## config.mk

```make
export PLATFORM = sky130hd
export DESIGN_NAME = usb_tx_line_encoder_flat
export DESIGN_NICKNAME = d
export VERILOG_FILES = /design/src/rtl/usb_tx_line_encoder_if.sv /design/src/rtl/usb_tx_line_encoder.sv /design/src/flat_wrapper.sv
export SDC_FILE = /design/constraint.sdc
export NUM_CORES = 1
export LEC_CHECK = 0
export BUFFER_PORTS_ARGS = -buffer_cell sky130_fd_sc_hd__clkbuf_2
export CORE_ASPECT_RATIO = 2
export CORE_MARGIN = 4
export CORE_UTILIZATION = 39
export CTS_CLUSTER_DIAMETER = 40
export DETAILED_ROUTE_END_ITERATION = 10
export PLACE_DENSITY = 0.59
export SLEW_MARGIN = 20
export SYNTH_ARGS = -nofsm -noshare
export SYNTH_HDL_FRONTEND = slang
export SYNTH_SLANG_ARGS = --single-unit
```

## constraint.sdc

```tcl
create_clock -name clk -period 2.6 [get_ports clk]
set_input_delay 0.13 -clock clk [delete_from_list [all_inputs] [get_ports clk]]
set_output_delay 0.13 -clock clk [all_outputs]
set_load 0.02 [all_outputs]
```

## src/rtl/usb_tx_line_encoder_if.sv

```systemverilog
// usb_tx_line_encoder_if: FSM-to-encoder bundle; master drives load_enable/data_pts/state_val, slave drives dplus/dminus/byte_complete/tx_active/tx_error
interface usb_tx_line_encoder_if;
  logic       load_enable;
  logic [7:0] data_pts;
  logic [2:0] state_val;
  logic       dplus;
  logic       dminus;
  logic       byte_complete;
  logic       tx_active;
  logic       tx_error;
  modport master (
    output load_enable, data_pts, state_val,
    input  dplus, dminus, byte_complete, tx_active, tx_error
  );
  modport slave (
    input  load_enable, data_pts, state_val,
    output dplus, dminus, byte_complete, tx_active, tx_error
  );
endinterface

```

## src/rtl/usb_tx_line_encoder.sv

```systemverilog
// usb_tx_line_encoder: USB FS serialiser with bit stuffing, NRZI and EOP; ports clk, rst (sync, high), bus (slave: load/data/state in, line/handshake out)
module usb_tx_line_encoder #(
  parameter int STUFF_LIMIT  = 6,
  parameter int EOP_SE0_BITS = 2
) (
  input logic                   clk,
  input logic                   rst,
  usb_tx_line_encoder_if.slave  bus
);
  localparam logic [2:0] IDLE    = 3'd0;
  localparam logic [2:0] SHIFT   = 3'd1;
  localparam logic [2:0] STUFF   = 3'd2;
  localparam logic [2:0] EOP_SE0 = 3'd3;
  localparam logic [2:0] EOP_J   = 3'd4;
  localparam int OW = $clog2(STUFF_LIMIT + 1);
  localparam int SW = $clog2(EOP_SE0_BITS + 1);

  logic [2:0]    state_q, state_d;
  logic [3:0]    cnt_q, cnt_d;
  logic [1:0]    phase_q, phase_d;
  logic [7:0]    shift_q, shift_d;
  logic [2:0]    idx_q, idx_d;
  logic [7:0]    hold_q, hold_d;
  logic          hold_full_q, hold_full_d;
  logic          eop_q, eop_d;
  logic [OW-1:0] ones_q, ones_d;
  logic          line_q, line_d;
  logic [SW-1:0] se0_q, se0_d;
  logic          bc_q, bc_d;
  logic          err_q, err_d;

  logic          active, shifting, take, last, stuff_now, advance;
  logic [OW-1:0] ones_n;

  assign active    = state_q != IDLE;
  assign shifting  = state_q == SHIFT || state_q == STUFF;
  assign take      = shifting && bus.load_enable;
  assign last      = cnt_q == (phase_q == 2'd2 ? 4'd8 : 4'd7);
  assign ones_n    = shift_q[0] ? ones_q + 1'b1 : '0;
  assign stuff_now = state_q == SHIFT && last && ones_n == OW'(STUFF_LIMIT);
  assign advance   = last && (state_q == STUFF || (state_q == SHIFT && !stuff_now));

  // line_q is the NRZI level (1 = J) of the bit currently on the wire
  always_comb begin
    state_d     = state_q;
    cnt_d       = active ? (last ? 4'd0 : cnt_q + 4'd1) : cnt_q;
    phase_d     = active && last ? (phase_q == 2'd2 ? 2'd0 : phase_q + 2'd1) : phase_q;
    shift_d     = shift_q;
    idx_d       = idx_q;
    hold_d      = take ? bus.data_pts : hold_q;
    hold_full_d = hold_full_q | take;
    eop_d       = eop_q | (active && bus.state_val == 3'd6);
    ones_d      = state_q == SHIFT && last ? (stuff_now ? '0 : ones_n) : ones_q;
    line_d      = stuff_now ? ~line_q : line_q;
    se0_d       = se0_q;
    bc_d        = 1'b0;
    err_d       = 1'b0;
    if (stuff_now) state_d = STUFF;
    if (state_q == IDLE && bus.load_enable) begin
      state_d = SHIFT;
      shift_d = bus.data_pts;
      idx_d   = 3'd0;
      cnt_d   = 4'd0;
      phase_d = 2'd0;
      ones_d  = '0;
      line_d  = bus.data_pts[0];
    end
    if (advance) begin
      if (idx_q != 3'd7) begin
        state_d = SHIFT;
        idx_d   = idx_q + 3'd1;
        shift_d = shift_q >> 1;
        line_d  = shift_q[1] ? line_q : ~line_q;
        bc_d    = idx_q == 3'd6 && !hold_full_d;
      end else if (hold_full_d) begin
        state_d     = SHIFT;
        idx_d       = 3'd0;
        shift_d     = hold_d;
        hold_full_d = 1'b0;
        line_d      = hold_d[0] ? line_q : ~line_q;
        bc_d        = 1'b1;
      end else begin
        state_d = EOP_SE0;
        se0_d   = '0;
        err_d   = !eop_d;
      end
    end
    if (state_q == EOP_SE0 && last) begin
      se0_d   = se0_q + 1'b1;
      state_d = se0_q == SW'(EOP_SE0_BITS - 1) ? EOP_J : EOP_SE0;
    end
    if (state_q == EOP_J && last) begin
      state_d = IDLE;
      eop_d   = 1'b0;
    end
  end

  always_ff @(posedge clk) begin
    if (rst) begin
      state_q     <= IDLE;
      cnt_q       <= '0;
      phase_q     <= '0;
      shift_q     <= '0;
      idx_q       <= '0;
      hold_q      <= '0;
      hold_full_q <= 1'b0;
      eop_q       <= 1'b0;
      ones_q      <= '0;
      line_q      <= 1'b0;
      se0_q       <= '0;
      bc_q        <= 1'b0;
      err_q       <= 1'b0;
    end else begin
      state_q     <= state_d;
      cnt_q       <= cnt_d;
      phase_q     <= phase_d;
      shift_q     <= shift_d;
      idx_q       <= idx_d;
      hold_q      <= hold_d;
      hold_full_q <= hold_full_d;
      eop_q       <= eop_d;
      ones_q      <= ones_d;
      line_q      <= line_d;
      se0_q       <= se0_d;
      bc_q        <= bc_d;
      err_q       <= err_d;
    end
  end

  assign bus.dplus         = shifting ? line_q : state_q != EOP_SE0;
  assign bus.dminus        = shifting && !line_q;
  assign bus.tx_active     = active;
  assign bus.byte_complete = bc_q;
  assign bus.tx_error      = err_q;
endmodule

```

## src/flat_wrapper.sv

```systemverilog
// flat-port wrapper written by rule: the top's interface ports become plain ports
module usb_tx_line_encoder_flat 
#(
  parameter int STUFF_LIMIT  = 6,
  parameter int EOP_SE0_BITS = 2
)
  (clk, rst, bus_load_enable, bus_data_pts, bus_state_val, bus_dplus, bus_dminus, bus_byte_complete, bus_tx_active, bus_tx_error);
  usb_tx_line_encoder_if bus_i ();
  input logic clk;
  input logic rst;
  input wire logic [$bits(bus_i.load_enable)-1:0] bus_load_enable;
  input wire logic [$bits(bus_i.data_pts)-1:0] bus_data_pts;
  input wire logic [$bits(bus_i.state_val)-1:0] bus_state_val;
  output wire logic [$bits(bus_i.dplus)-1:0] bus_dplus;
  output wire logic [$bits(bus_i.dminus)-1:0] bus_dminus;
  output wire logic [$bits(bus_i.byte_complete)-1:0] bus_byte_complete;
  output wire logic [$bits(bus_i.tx_active)-1:0] bus_tx_active;
  output wire logic [$bits(bus_i.tx_error)-1:0] bus_tx_error;
  assign bus_i.load_enable = bus_load_enable;
  assign bus_i.data_pts = bus_data_pts;
  assign bus_i.state_val = bus_state_val;
  assign bus_dplus = bus_i.dplus;
  assign bus_dminus = bus_i.dminus;
  assign bus_byte_complete = bus_i.byte_complete;
  assign bus_tx_active = bus_i.tx_active;
  assign bus_tx_error = bus_i.tx_error;
  usb_tx_line_encoder #(.STUFF_LIMIT(STUFF_LIMIT), .EOP_SE0_BITS(EOP_SE0_BITS)) u_core (.clk(clk), .rst(rst), .bus(bus_i));
endmodule
```

# [Word level (Yosys, flattened, before mapping)]
# Cells that the tools add are included.
[totals] input_bits=14 latch_bits=0 rom_bits=0 word_cells=103 ramBits=0 mem_count=0 register_bits=38
[classes] n_eq_ne=16 magnitude_cmp=0 n_shift=0 mux=37 n_reduce_logical=28 bitwise=4 mul=0 n_div=0 add_sub_neg=5
[ops] cell="2-to-1 mux 8 bit" n=5
[ops] cell="2-to-1 mux 3 bit" n=12
[ops] cell="== test 3 bit (second input constant)" n=4
[ops] cell="logical AND 1 bit" n=12
[ops] cell="2-to-1 mux 1 bit" n=12
[ops] cell="2-to-1 mux 2 bit" n=6
[ops] cell="2-to-1 mux 4 bit" n=2
[ops] cell="adder 3 x 1 -> 3 bit (second input constant)" n=2
[ops] cell="== test 3 x 2 -> 1 bit (second input constant)" n=2
[ops] cell="!= test 3 bit (second input constant)" n=2
[ops] cell="OR reduction 2 bit" n=3
[ops] cell="adder 2 x 1 -> 2 bit (second input constant)" n=2
[ops] cell="adder 4 x 1 -> 4 bit (second input constant)" n=1
[ops] cell="== test 4 bit" n=1
[ops] cell="logical NOT 1 bit" n=4
[ops] cell="!= test 2 bit (second input constant)" n=2
[ops] cell="!= test 4 bit (second input constant)" n=1
[ops] cell="nonzero test 4 bit" n=1
[ops] cell="OR reduction 4 bit" n=1
[ops] cell="== test 3 x 1 -> 1 bit (second input constant)" n=1
[ops] cell="logical NOT 3 bit" n=1
[ops] cell="!= test 3 x 2 -> 1 bit (second input constant)" n=1
[ops] cell="AND reduction 3 bit" n=1
[ops] cell="nonzero test 3 bit" n=1
[ops] cell="7 further kinds" n=10

# [Logic depth before layout (Yosys ltp)]
# Gate-level depths: netlist (run 1).
[logic_depth] depth_word=11 mapped_depth=7 depth_no_buf=7

# [Worst setup path after synthesis (run 1)]
# Ideal clock, no wire load.
[synth_timing] kind="register to register" from="register u_core.ones_q[0]" to="register u_core.idx_q[2]" period_less_slack_ps=1914 setup_time_ps=117 setup_slack_ps=686 required_time_ps=2483 n_path_buf=1 path_stages_with_launch=8 arrival_ps=1797 path_cell_list="dfxtp_1 > ha_1 > and4_1 > a211oi_4 > and2_1 > clkbuf_1 > nand2_1 > a32o_1"
[synth_via] elab_chain_cells=9
[synth_rtl] item="start, declared" line_no="usb_tx_line_encoder.sv:26" text="logic [OW-1:0] ones_q, ones_d;"
[synth_rtl] item="start signal, assigned" line_no="usb_tx_line_encoder.sv:122" text="ones_q <= ones_d;"
[synth_rtl] item="adder 3 x 1 -> 3 bit" line_no="usb_tx_line_encoder.sv:39" text="assign ones_n = shift_q[0] ? ones_q + 1'b1 : '0;"
[synth_rtl] item="2-to-1 mux 3 bit" line_no="usb_tx_line_encoder.sv:39"
[synth_rtl] item="== test 3 bit" line_no="usb_tx_line_encoder.sv:40" text="assign stuff_now = state_q == SHIFT && last && ones_n == OW'(STUFF_LIMIT);"
[synth_rtl] item="logical AND 1 bit" line_no="usb_tx_line_encoder.sv:40"
[synth_rtl] item="logical NOT 1 bit" line_no="usb_tx_line_encoder.sv:41" text="assign advance = last && (state_q == STUFF || (state_q == SHIFT && !stuff_now));"
[synth_rtl] item="logical AND 1 bit" line_no="usb_tx_line_encoder.sv:41"
[synth_rtl] item="logical OR 1 bit" line_no="usb_tx_line_encoder.sv:41"
[synth_rtl] item="logical AND 1 bit" line_no="usb_tx_line_encoder.sv:41"
[synth_rtl] item="2-to-1 mux 3 bit" line_no="usb_tx_line_encoder.sv:68" text="if (advance) begin"
[synth_rtl] item="end signal, assigned" line_no="usb_tx_line_encoder.sv:118" text="idx_q <= idx_d;"
[synth_rtl] item="end, declared" line_no="usb_tx_line_encoder.sv:22" text="logic [2:0] idx_q, idx_d;"
# No other way between the ends.
# A chain may end at the register's enable or synchronous reset.

# [Worst setup path in the final report (run 1)]
[layout_timing] from="register u_core.ones_q[0]" to="register u_core.shift_q[3]"
[layout_via] elab_chain_cells=9
[layout_rtl] item="adder 3 x 1 -> 3 bit" line_no="usb_tx_line_encoder.sv:39"
[layout_rtl] item="2-to-1 mux 3 bit" line_no="usb_tx_line_encoder.sv:39"
[layout_rtl] item="== test 3 bit" line_no="usb_tx_line_encoder.sv:40"
[layout_rtl] item="logical AND 1 bit" line_no="usb_tx_line_encoder.sv:40"
[layout_rtl] item="logical NOT 1 bit" line_no="usb_tx_line_encoder.sv:41"
[layout_rtl] item="logical AND 1 bit" line_no="usb_tx_line_encoder.sv:41"
[layout_rtl] item="logical OR 1 bit" line_no="usb_tx_line_encoder.sv:41"
[layout_rtl] item="logical AND 1 bit" line_no="usb_tx_line_encoder.sv:41"
[layout_rtl] item="2-to-1 mux 8 bit" line_no="usb_tx_line_encoder.sv:68"
[layout_rtl] item="end signal, assigned" line_no="usb_tx_line_encoder.sv:117" text="shift_q <= shift_d;"
[layout_rtl] item="end, declared" line_no="usb_tx_line_encoder.sv:21" text="logic [7:0] shift_q, shift_d;"
# No other way between the ends.

==> results.yml, run 1 <==
grt:
  grt_max_degree: 27
  grt_pass1_vias: 1790
  antenna_found_initial: 0
  grt_overflow: 0
  grt_usage: 0.173
  grt_pass1_wl_um: 8450
clock_network:
  path_clk_slew_ns: 0.08
  cts_buffers: 5
  cts-resized-gates: 0
  cts_buffer_depth: 2
  cts_hold_buffers: 0
  ctsRootBufferMaster: "clkbuf_8"
  clock_sinks: 38
  h-tree-depth: 2
  tritoncts: "done"
  clock_latency_ns: 0.29
  cts_setup_buffers: 0
synth:
  yosysWarnings: 0
  netlist_area_um2: 2020
  ys_seq_elements: 38
  syn-num-nets: 250
  syn_inst: 230
  async_flop_share: 0
  synth_area_per_cell_um2: 8.79
  ys.flop_type: "dfxtp_1"
  synth_edf_count: 0
  ys_types: 55
  yosysSeqAreaShare: 0.376
final_layout:
  fillers: 531
  area_delta_synth_final_pct: 13.5
  drive_gt1_frac: 0.193
  final_common_cell: "dfxtp_1"
  layout_common_cells: "dfxtp_1 (38), nor2_1 (26), clkbuf_2 (18)"
  diodes: 0
  fin_nets: 273
route:
  vias: 1781
  met3_wirelength_um: 124
  maxUsedRoutingLayer: "met4"
  drt_wl_total_um: 5130
  dr.first_iter.drc_count: 41
  route.detailed.drc: 0
  drtAntennaViolNets: 0
  via_per_inst: 5.73
  met1Wirelength_um: 1860
  wl_per_cell_um: 16.5
  wl_met2_um: 3030
  drtPass1Iterations: 4
critical_path:
  cp.required_ns: 2.84
  worstReg2RegStart: "u_core.ones_q[0]$_SDFFE_PP0P_"
  r2r_cells: 6
  critPathLaunchType: "flop"
  ff2ff_setup_slack_ns: 0.40
  rr_endpoint: "u_core.shift_q[3]$_SDFF_PP0_"
  end_kind: "flop"
  cpPeakStageDelay_ns: 0.46
  path_class: "flop to flop"
  crit_arrival_ns: 2.44
  slowest_stage: "nor3_2"
  critPathMaxFanout: 8
  cp_cell_sequence: "ha_1 > and4_1 > a211oi_4 > nand2_1 > nor3_2 > a221o_1"
floorplanning:
  die_h_um: 110
  fp-row-count: 36
  core_um2: 4950
  dieArea_um2: 6470
  start_util: 0.408
  pin_count: 19
  die_x_um: 58.9
sta:
  tns_ns: 0
  maxSlewHeadroom: 0.640
  final.setup_skew_ns: 0.00690
  fmax_ghz: 0.454
  post-route-period-util: 0.848
  setup_viol: 0
  hold_slack_ns: 0.134
  rsz0062_at_grt: "no"
  finalMaxSlewViolations: 0
  period_needed_ns: 2.20
  worstMarginPinSlew_ns: 0.536
  hold_violations: 0
power_and_ir_drop:
  power_frac_comb: 0.113
  ir_drop_uv: 395
  clock_power_share: 0.366
  intPower_uw: 871
  power_frac_seq: 0.520
  power-per-cell-area_nw_per_um2: 513
  p_sw_uw: 305
  sw_frac_of_total: 0.259
  p_leak_nw: 0.861
  power_mw: 1.18
min_path:
  whs_endpoint: "u_core.shift_q[0]$_SDFF_PP0_"
  holdPathStages: 3
  min_from: "bus_data_pts[0]"
  hold_path_class: "input port to flop"
outcome:
  status: "completed"
placed_design:
  port_buffers: 18
  place_congestion: 0.839
  hpwlAfterDp_um: 3930
flow_run:
  maxCapViolCount: 0
==> cells in the mapped netlist (2+ instances only) <==
library cell  instances  share of area
a211oi_1              2         0.0074
ha_1                  6          0.037
nand3_1               2         0.0050
nor3_2                3          0.015
a32o_1                2         0.0099
mux2i_1              13          0.064
o21ai_0              12          0.030
inv_1                 8          0.015
and3_1                2         0.0062
buf_4                 2         0.0074
or3_1                 3         0.0093
or2_2                 3         0.0093
dfxtp_1              38           0.38
a31oi_1               5          0.015
buf_2                 5          0.012
nor3_1                4         0.0099
o311ai_1              2         0.0087
clkbuf_1              4         0.0074
or2_0                 2         0.0062
nor2b_1               8          0.025
a21oi_1              17          0.042
nand2_1              16          0.030
nand2b_1              5          0.015
a221o_1               7          0.035
nor2_1               26          0.048
nand3b_1              2         0.0074
nand4b_1              2         0.0087
o211ai_1              2         0.0074
==> critical path: cells and delay by family, from the launching register on <==
kind / cells / cell delay [ns]
simple gates: 3 / 0.91
flops: 1 / 0.35
compound gates: 2 / 0.57
fa+ha+maj: 1 / 0.33
==> routing by layer <==
layer | vias up | GRT usage
li1 | 883 | -
met1 | 863 | 0.164
met2 | 25 | 0.343
met3 | 10 | 0.0270
met4 | 0 | 0.0746
met5 | - | 0
==> kinds of logic (layout without fill, tap and decap cells) <==
family | Yosys count | count (layout) | synth area share
AOI/OAI and AO/OA | 61 | 61 | 0.221
xor gates and xnor gates | 2 | 2 | 0.0124
adders and majority gates | 6 | 6 | 0.0372
buffers and inverters | 21 | 45 | 0.0458
DFF | 38 | 38 | 0.376
muxes | 14 | 14 | 0.0700
and+or+nand+nor | 88 | 88 | 0.237
==> power groups by stage <==
stage,logic [mW],clock network (mW),registers (mW)
final,0.133,0.431,0.612
after CTS,0.135,0.435,0.611
after global placement,0.133,0,0.625
after detailed placement,0.135,0,0.625
after floorplan,0.0914,0,0.621
after global routing,0.149,0.462,0.613
==> cell type report <==
| cell class | count | area [µm²] | area share |
|---|---|---|---|
| clock buffer | 6 | 82.6 | 0.0360 |
| clock inverter | 2 | 12.5 | 0.00546 |
| inverter | 9 | 33.8 | 0.0147 |
| multi-input combinational | 171 | 1170 | 0.509 |
| sequential | 38 | 761 | 0.332 |
| tap | 57 | 71.3 | 0.0311 |
| timing repair buffer | 28 | 165 | 0.0720 |
==> through the flow <==
step                       util  instance area, µm²  setup slack, ns  std cells
after global routing      0.463                2290            0.201        311
after floorplan               -                2020            0.686        230
final                     0.463                2290            0.396        311
after detailed placement  0.444                2200            0.401        303
after CTS                 0.463                2290            0.376        311
after global placement    0.444                2200            0.452        303
==> state kept, by name, indices dropped and copies added, names as in the netlist <==
register and flops:
u_core.hold_q 8, u_core.shift_q 8, u_core.cnt_q 4, u_core.idx_q 3, u_core.ones_q 3, u_core.state_q 3
u_core.phase_q 2, u_core.se0_q 2, u_core.bus.byte_complete 1, u_core.bus.tx_error 1, u_core.eop_q 1, u_core.hold_full_q 1
u_core.line_q 1
==> worst max path at each step <==
stage                             startpoint                            to  slack, ns  cells after the start
6_report       u_core.ones_q[0]$_SDFFE_PP0P_  u_core.shift_q[3]$_SDFF_PP0_       0.40                      6
3_3_place_gp   u_core.ones_q[0]$_SDFFE_PP0P_  u_core.shift_q[2]$_SDFF_PP0_       0.45                      6
3_5_place_dp   u_core.ones_q[0]$_SDFFE_PP0P_  u_core.shift_q[5]$_SDFF_PP0_       0.40                      6
2_1_floorplan  u_core.ones_q[0]$_SDFFE_PP0P_    u_core.idx_q[2]$_SDFF_PP0_       0.69                      7
5_1_grt        u_core.ones_q[0]$_SDFFE_PP0P_  u_core.shift_q[5]$_SDFF_PP0_       0.20                      6
4_1_cts        u_core.ones_q[0]$_SDFFE_PP0P_  u_core.shift_q[5]$_SDFF_PP0_       0.38                      6
Power figures use the tool's default switching activity.
==> run 2: changes to the inputs <==
--- a/config.mk
+++ b/config.mk
@@ -5,13 +5,14 @@
 export SDC_FILE = /design/constraint.sdc
 export NUM_CORES = 1
 export LEC_CHECK = 0
+export ABC_AREA = 1
 export BUFFER_PORTS_ARGS = -buffer_cell sky130_fd_sc_hd__clkbuf_2
 export CORE_ASPECT_RATIO = 2
 export CORE_MARGIN = 4
 export CORE_UTILIZATION = 39
 export CTS_CLUSTER_DIAMETER = 40
 export DETAILED_ROUTE_END_ITERATION = 10
-export PLACE_DENSITY = 0.59
+export PLACE_DENSITY = 0.62
 export SLEW_MARGIN = 20
 export SYNTH_ARGS = -nofsm -noshare
 export SYNTH_HDL_FRONTEND = slang
==> constraint.sdc (replaced) <==
create_clock -name clk -period 1.9 [get_ports clk]
set_input_delay 0.095 -clock clk [delete_from_list [all_inputs] [get_ports clk]]
set_output_delay 0.095 -clock clk [all_outputs]
set_load 0.02 [all_outputs]
==> run 2 against run 1 <==
Against the previous run:
- highest routed layer unchanged
- design area down 1.7%
- synthesized area fell by 1.5%
- power grew 53%
- core utilization is 0.39 points lower
- cell count grew 16%
- non-clock buffer count shrank 6
- die area fell by 1.4%
- sequential share of layout area increased by 0.59 points
- setup slack worse by 0.17 ns
- register-to-register slack got worse by 0.17 ns
- clock power up 61%
- first-iteration DRC count grew 12%
==> results.yml, run 2 <==
floorplanning:
  die_h_um: 109
  fp-row-count: 36
  die_x_um: 58.5
  dieArea_um2: 6380
  pin_count: 19
  start_util: 0.405
  core_um2: 4910
clock_network:
  cts_buffers: 5
  cts-resized-gates: 0
  cts_hold_buffers: 0
  cts_buffer_depth: 2
  tritoncts: "done"
  ctsRootBufferMaster: "clkbuf_8"
  clock_sinks: 38
  path_clk_slew_ns: 0.08
  h-tree-depth: 2
  cts_setup_buffers: 0
  clock_latency_ns: 0.30
critical_path:
  critical_path.top_delay_family: "simple AND/OR/NAND/NOR gates"
  r2r_cells: 10
  cp.required_ns: 2.09
  cpPeakStageDelay_ns: 0.37
  worst-path-buf-inv: 1
  end_kind: "flop"
  critPathLaunchType: "flop"
  crit_arrival_ns: 1.87
  cp_cell_sequence: "ha_1 > inv_1 > nand2_1 > nand3_1 > nor2_1 > nand3_4 > nand3_2 > a21oi_1 > nor2_1 > nor2_1"
  critPathMaxFanout: 12
  path_class: "flop to flop"
  cp.depth: 10
  critPathMostFrequentCell: "nor2_1"
  slowest_stage: "dfxtp_1"
synth:
  synth.most_common_cell: "nand2_1"
  async_flop_share: 0
  synth_top_area_cell: "dfxtp_1"
  netlist_area_um2: 1990
  ys_seq_elements: 38
  yosysTopAreaCellShare: 0.382
  yosysWarnings: 0
  synth_edf_count: 0
  ys_types: 32
  syn-num-nets: 300
  synth_area_per_cell_um2: 7.11
  synth.area.top_cells: "dfxtp_1 (38%), nand2_1 (12%), nor2_1 (6.2%)"
  ys.flop_type: "dfxtp_1"
  yosysSeqAreaShare: 0.382
  yosys-top-cells-count: "nand2_1 (66), dfxtp_1 (38), nor2_1 (33), inv_1 (29), a21oi_1 (22)"
  syn_inst: 280
final_layout:
  final_common_cell: "nand2_1"
  fin_cells: 360
  multi_input_area_um2: 1040
  fillers: 517
  layout_common_cells: "nand2_1 (66), dfxtp_1 (38), nor2_1 (33)"
  drive_gt1_frac: 0.182
  final_area_um2: 2250
  area_delta_synth_final_pct: 13.3
  diodes: 0
  largestRegisters: "u_core.hold_q: 8 flops, u_core.shift_q: 8 flops, u_core.cnt_q: 4 flops"
  final-seq-area_um2: 761
  post-route-util: 0.459
  fin_nets: 322
sta:
  finalWorstSetupSlack_ns: 0.228
  worstMarginPinSlew_ns: 0.468
  setup_viol: 0
  finalMaxSlewViolations: 0
  period_needed_ns: 1.67
  rsz0062_at_grt: "no"
  post-route-period-util: 0.880
  final.setup_skew_ns: 0.00807
  maxSlewHeadroom: 0.685
  hold_violations: 0
  fmax_ghz: 0.598
  tns_ns: 0
grt:
  grt_overflow: 0
  grt_usage: 0.158
  antenna_found_initial: 0
  grt_pass1_vias: 1785
  grt_max_degree: 20
  grt_pass1_wl_um: 7750
route:
  dr.first_iter.drc_count: 46
  drtPass1Iterations: 4
  wl_per_cell_um: 12.4
  via_per_inst: 5.02
  route.detailed.drc: 0
  drtAntennaViolNets: 0
  vias: 1808
  drt_wl_total_um: 4450
power_and_ir_drop:
  power_frac_seq: 0.472
  intPower_mw: 1.31
  clock_power_share: 0.384
  power-per-cell-area_nw_per_um2: 801
  power_frac_comb: 0.144
  p_leak_nw: 1.07
  ir_drop_uv: 487
  p_sw_uw: 496
  sw_frac_of_total: 0.275
placed_design:
  dp.cells: 352
  port_buffers: 18
  placed_area_um2: 2140
  hpwlAfterDp_um: 3500
  place_congestion: 0.784
  place_worst_setup_slack_ns: 0.201
flow_run:
  maxCapViolCount: 0
outcome:
  status: "completed"
min_path:
  hold_path_class: "input port to flop"
  holdPathStages: 3
==> run 2: cell types whose count changed in the layout (fill, tap and decap cells not counted), sizes merged, moves of 5 or more <==
cell | before | now
a21oi | 17 | 26
a221o | 7 | 0
a31oi | 5 | 0
buf | 10 | 4
inv | 9 | 34
mux2i | 13 | 0
nand2 | 17 | 74
nand2b | 5 | 0
nand3 | 2 | 25
nor2 | 26 | 35
nor2b | 8 | 0
o21ai | 12 | 20
==> run 2: worst reg2reg max path, cell delays in order (launching register included) <==
cell and delay, ns:
dfxtp_1 0.37, ha_1 0.18, inv_1 0.04, nand2_1 0.05, nand3_1 0.08, nor2_1 0.22
nand3_4 0.15, nand3_2 0.23, a21oi_1 0.10, nor2_1 0.11, nor2_1 0.04
==> run 2: cells by family (layout without fill, tap and decap cells) <==
| logic type | after synthesis | in the layout | share of synthesized area |
|---|---|---|---|
| DFF | 38 | 38 | 0.382 |
| adders and majority gates | 6 | 6 | 0.0377 |
| buffers and inverters | 43 | 66 | 0.0924 |
| AOI/OAI and AO/OA | 50 | 50 | 0.144 |
| and+or+nand+nor | 142 | 142 | 0.339 |
| xor gates and xnor gates | 1 | 1 | 0.00440 |
==> run 2: path summary, 6_finish.rpt <==
kind | from | end | slack, ns
worst max-delay path | u_core.ones_q[0]$_SDFFE_PP0P_ | u_core.line_q$_SDFFE_PP0P_ | 0.23
worst min-delay path | bus_data_pts[7] | u_core.hold_q[7]$_SDFF_PP0_ | 0.09
worst max register to register | u_core.ones_q[0]$_SDFFE_PP0P_ | u_core.line_q$_SDFFE_PP0P_ | 0.23
worst min register to register | u_core.hold_q[7]$_SDFF_PP0_ | u_core.hold_q[7]$_SDFF_PP0_ | 0.47
==> run 2: metrics by stage <==
step | power, mW | hold WS (ns)
global placement | 1.13 | 0.407
detailed placement | 1.13 | 0.406
global route | 1.91 | 0.0824
finish | 1.80 | 0.0916
floorplan | 1.06 | 0.282
CTS | 1.83 | 0.0787
==> run 2: power by group through the flow <==
stage	Clock, mW	Sequential [mW]	Combinational [mW]
3_5_place_dp	0	0.871	0.262
6_report	0.693	0.852	0.259
4_1_cts	0.719	0.852	0.263
3_3_place_gp	0	0.870	0.258
5_1_grt	0.756	0.856	0.299
2_1_floorplan	0	0.865	0.195
==> run 2: cell type report <==
type,count,share of cell area
Clock inverter,3,0.0200
Clock buffer,5,0.0305
Sequential cell,38,0.338
Tap cell,57,0.0316
Multi-Input combinational cell,199,0.464
Timing Repair Buffer,22,0.0533
Inverter,36,0.0633
==> run 2: routing by layer <==
layer	part of all wire	wire length [µm]	vias to the layer above	GRT usage
li1	-	-	941	-
met1	0.37	1640	836	0.150
met2	0.58	2590	22	0.307
met3	0.027	119	9	0.0284
met4	0.022	99	0	0.0746
met5	0	0	-	0
